`config.mk`:
```
export PLATFORM = sky130hd
export DESIGN_NAME = spi_frame_tx
export DESIGN_NICKNAME = d
export VERILOG_FILES = /design/src/rtl/spi_frame_tx.sv
export SDC_FILE = /design/constraint.sdc
export NUM_CORES = 1
export LEC_CHECK = 0
export ABC_AREA = 1
export CELL_PAD_IN_SITES_DETAIL_PLACEMENT = 0
export CELL_PAD_IN_SITES_GLOBAL_PLACEMENT = 1
export CORE_MARGIN = 2
export CORE_UTILIZATION = 39
export DETAILED_ROUTE_END_ITERATION = 10
export GPL_ROUTABILITY_DRIVEN = 1
export PLACE_DENSITY_LB_ADDON = 0.1
export SLEW_MARGIN = 20
export SYNTH_ARGS = -nofsm -noshare
export SYNTH_HDL_FRONTEND = slang
export SYNTH_SLANG_ARGS = --single-unit
```
`constraint.sdc`:
```
create_clock -name clk -period 3.3 [get_ports clk]
set_input_delay 0.495 -clock clk [delete_from_list [all_inputs] [get_ports clk]]
set_output_delay 0.495 -clock clk [all_outputs]
set_load 0.05 [all_outputs]
```
`src/rtl/spi_frame_tx.sv`:
```
// spi_frame_tx: serialises a latched count word over SPI, MSB first,
// paced by falling edges of the divided clock sclk (sampled in clk).
// Ports: clk, rst_n (async, active-low), sclk (divided clock),
//   start/data (request + payload), spi_sck/mosi/cs_n (SPI master),
//   busy (frame in flight), done (one-clk end-of-frame pulse).
// Option: define SPI_PARITY_EN to append an even-parity bit.
module spi_frame_tx #(
  parameter int DATA_W = 32
) (
  input  logic              clk,
  input  logic              rst_n,
  input  logic              sclk,
  input  logic              start,
  input  logic [DATA_W-1:0] data,
  output logic              spi_sck,
  output logic              mosi,
  output logic              cs_n,
  output logic              busy,
  output logic              done
);

`ifdef SPI_PARITY_EN
  localparam int NBITS = DATA_W + 1;
`else
  localparam int NBITS = DATA_W;
`endif
  localparam logic [5:0] LAST = 6'(NBITS - 1);

  typedef enum logic [1:0] {
    IDLE,
    ALIGN,
    SHIFT,
    DONE
  } state_t;

  state_t           state_q, state_d;
  logic             sclk_q;
  logic             fall;
  logic [NBITS-1:0] load;
  logic [NBITS-1:0] shift_q, shift_d;
  logic [5:0]       cnt_q, cnt_d;
  logic             cs_n_q, cs_n_d;
  logic             mosi_q, mosi_d;
  logic             sck_q, sck_d;
  logic             busy_q, busy_d;
  logic             done_q, done_d;

  assign fall = sclk_q & ~sclk;

`ifdef SPI_PARITY_EN
  assign load = {data, ^data};
`else
  assign load = data;
`endif

  always_comb begin
    state_d = state_q;
    shift_d = shift_q;
    cnt_d   = cnt_q;
    cs_n_d  = cs_n_q;
    mosi_d  = mosi_q;
    sck_d   = 1'b0;
    busy_d  = busy_q;
    done_d  = 1'b0;
    unique case (state_q)
      IDLE: begin
        if (start) begin
          shift_d = load;
          cnt_d   = '0;
          busy_d  = 1'b1;
          state_d = ALIGN;
        end
      end
      // The accepting clk is spent in IDLE, so a fall
      // on that same clk can never open the frame.
      ALIGN: begin
        if (fall) begin
          cs_n_d  = 1'b0;
          mosi_d  = shift_q[NBITS-1];
          state_d = SHIFT;
        end
      end
      SHIFT: begin
        sck_d = sclk;
        if (fall) begin
          if (cnt_q == LAST) begin
            cs_n_d  = 1'b1;
            mosi_d  = 1'b0;
            sck_d   = 1'b0;
            done_d  = 1'b1;
            state_d = DONE;
          end else begin
            shift_d = {shift_q[NBITS-2:0], 1'b0};
            mosi_d  = shift_q[NBITS-2];
            cnt_d   = cnt_q + 6'd1;
          end
        end
      end
      DONE: begin
        busy_d  = 1'b0;
        state_d = IDLE;
      end
      default: state_d = IDLE;
    endcase
  end

  always_ff @(posedge clk or negedge rst_n) begin
    if (!rst_n) begin
      state_q <= IDLE;
      sclk_q  <= 1'b0;
      shift_q <= '0;
      cnt_q   <= '0;
      cs_n_q  <= 1'b1;
      mosi_q  <= 1'b0;
      sck_q   <= 1'b0;
      busy_q  <= 1'b0;
      done_q  <= 1'b0;
    end else begin
      state_q <= state_d;
      sclk_q  <= sclk;
      shift_q <= shift_d;
      cnt_q   <= cnt_d;
      cs_n_q  <= cs_n_d;
      mosi_q  <= mosi_d;
      sck_q   <= sck_d;
      busy_q  <= busy_d;
      done_q  <= done_d;
    end
  end

  assign spi_sck = sck_q;
  assign mosi    = mosi_q;
  assign cs_n    = cs_n_q;
  assign busy    = busy_q;
  assign done    = done_q;

endmodule

```
==> results.cfg <==
[run_status]
run_status = finished clean

[timing]
hold_violations = 0
drv_slew = 0
finClkSkew_ns = 0.007355
setup_viol = 0
fin_crit_sh = 0.6701
fin_hold_ws_ns = 0.1917
rsz0062_at_grt = no
worstMarginPinSlew_ns = 0.6023
slew_headroom = 0.5984
min_period_ns = 2.211
fmax_mhz = 452.2
tns_ns = 0

[global_route]
grt_pass1_wl_um = 9646
grt_usage = 0.1655
grt_pass1_vias = 2069
grt_max_degree = 47
grt_overflow = 0
grt_antenna_before_repair = 0

[yosys]
avgSynthCellArea_um2 = 7.335
synth_largest_area_cell = dfrtp_1
synth_cell_types = 26
netlist.area_leader.share = 0.4502
syn_nets = 382
postSynthCellCount = 341
synth-seq-cells = 46
synth_area_leaders = dfrtp_1 45%, nand2_1 29%, nand3_1 7.4%
ys_seq_area_frac = 0.4607
yosysWarnings = 0
syn_area_um2 = 2501

[critical_path]
cp_data_arrival_time_ns = 2.41
crit_type = reg -> reg
crit_fanout = 38
worst_setup_path_start_kind = flip-flop
crit_required_ns = 3.50
endpoint_kind = flip-flop

[placement]
dp_hpwl_um = 3442
gp_congestion = 0.7367
port_buffers = 40
dpl_cell_area_um2 = 2904

[cells_and_area]
drive_gt1_frac = 0.05600
nFillCells = 666
synthToLayoutAreaGrowth_pct = 20.61
num_antenna_cells = 0
final_common_cell = nand2_1
postLayoutCoreUtil = 0.4806
final_cell_mix = 190 x nand2_1, 45 x dfrtp_1, 39 x clkdlybuf4s50_1, 37 x nand3_1, 13 x inv_1
fin_area_um2 = 3017
fin_nets = 415

[clock_tree]
clock_path_buffers = 2
cts.reportedPaths.clkPinSlew_ns = 0.09
cts.sinks = 46
cts-buffers-inserted = 5
cts_tree = done
clk_latency_ns = 0.30
root_buffer = clkbuf_8
postCtsSetupRepairBufs = 0
postCtsHoldBufs = 0
post_cts_resized = 0
htreeDepth = 2

[job]
max_cap_violations = 0

[routing]
ant_nets = 0
avgViaCountPerCell = 4.774
route.detailed.drc = 0
first_pass_iters = 4
wl_um = 5485
drt_iter0_drc = 116
vias = 2158
routedWlPerCell_um = 12.13

[die]
die_w_um = 84.08
start_util = 0.3984
core_area_um2 = 6277
die-area_um2 = 7069
die_h_um = 84.08
fp-row-count = 29
ios = 41

[min_path]
worstHoldPathType = in -> async

[power]
p_leak_nw = 1.613
peakVddDrop_mv = 0.4188
powerDensity_nw_per_um2 = 866.3
## layer usage
metal / track usage / vias up / wire (µm)
met5: 0 / - / 0
met4: 0.04839 / 0 / 61
met3: 0.03858 / 6 / 274
met2: 0.2763 / 46 / 2508
met1: 0.2137 / 989 / 2640
li1: - / 1117 / -
## final timing paths
check	start	endpoint	slack [ns]	depth (start not counted)
max	state_q[0]	state_q[1]	1.09	10
min	rst_n	shift_q[10]	0.19	1
max reg2reg	state_q[0]	state_q[1]	1.09	10
min reg2reg	shift_q[13]	shift_q[13]	0.48	2
max in group asynchronous	rst_n	cnt_q[3]	2.70	1
min in group clk	shift_q[13]	shift_q[13]	0.48	2
## Yosys cell counts
| cell | n |
|---|---|
| clkbuf_1 | 3 |
| nand2_1 | 190 |
| or2_2 | 1 |
| nor2_1 | 10 |
| inv_2 | 1 |
| o21ai_0 | 2 |
| dfrtp_1 | 45 |
| o21ai_1 | 1 |
| nand3_1 | 37 |
| nand2_4 | 3 |
| xnor2_1 | 2 |
| nand2_8 | 1 |
| ha_1 | 5 |
| nor2_4 | 1 |
| buf_4 | 2 |
| a21boi_0 | 1 |
| a21oi_1 | 3 |
| nor3_1 | 2 |
| nand3_2 | 1 |
| nor2_8 | 1 |
| nand4_1 | 2 |
| o31ai_1 | 1 |
| inv_1 | 13 |
| dfstp_2 | 1 |
| buf_6 | 4 |
| buf_2 | 8 |
## stage by stage
| step | setup slack (ns) | total power, W | std cells |
|---|---|---|---|
| floorplan | 1.788 | 0.001977 | 341 |
| global placement | 0.9768 | 0.002210 | 444 |
| detailed placement | 0.9392 | 0.002218 | 444 |
| CTS | 1.052 | 0.002661 | 452 |
| global route | 0.8183 | 0.002875 | 452 |
| finish | 1.089 | 0.002613 | 452 |
## logic make-up (layout without fill, tap and decap cells)
family,Yosys count,count (layout),synth area share
DFF,46,46,0.4607
and+or+nand+nor,249,249,0.4237
adders and majority gates,5,5,0.02501
AOI/OAI and AO/OA,8,8,0.01801
xor gates and xnor gates,2,2,0.007005
buffers and inverters,31,65,0.06553
## report_power, final
part	total, W	internal, W	leakage, nW	switching, W
Combinational	0.00126	0.000421	0.982	0.000841
Sequential	0.000920	0.000800	0.579	0.000120
Clock	0.000431	0.000226	0.0514	0.000205
Total	0.00261	0.00145	1.61	0.00117
## area by class of cell
cell class	instances	area (µm²)	area share
tap	77	96.34	0.03194
multi-input combinational	264	1185	0.3928
timing repair buffer	43	420.4	0.1394
clock inverter	2	37.54	0.01244
sequential	46	1152	0.3820
clock buffer	6	72.57	0.02406
inverter	14	52.55	0.01742
## state kept, by name, summed over array words and instances, names as in the netlist
name and cells:
shift_q 32, cnt_q 6, state_q 2, busy 1, cs_n 1, done 1, mosi 1, sclk_q 1
spi_sck 1
## critical path, cell delays in order, from the launching register on
cell,delay [ns]
dfrtp_1,0.40
inv_1,0.08
ha_1,0.21
buf_4,0.22
inv_2,0.10
buf_4,0.37
nand2_1,0.16
a21boi_0,0.33
nand2_1,0.12
nand2_1,0.08
nand2_1,0.04
Power figures use the tool's default switching activity.
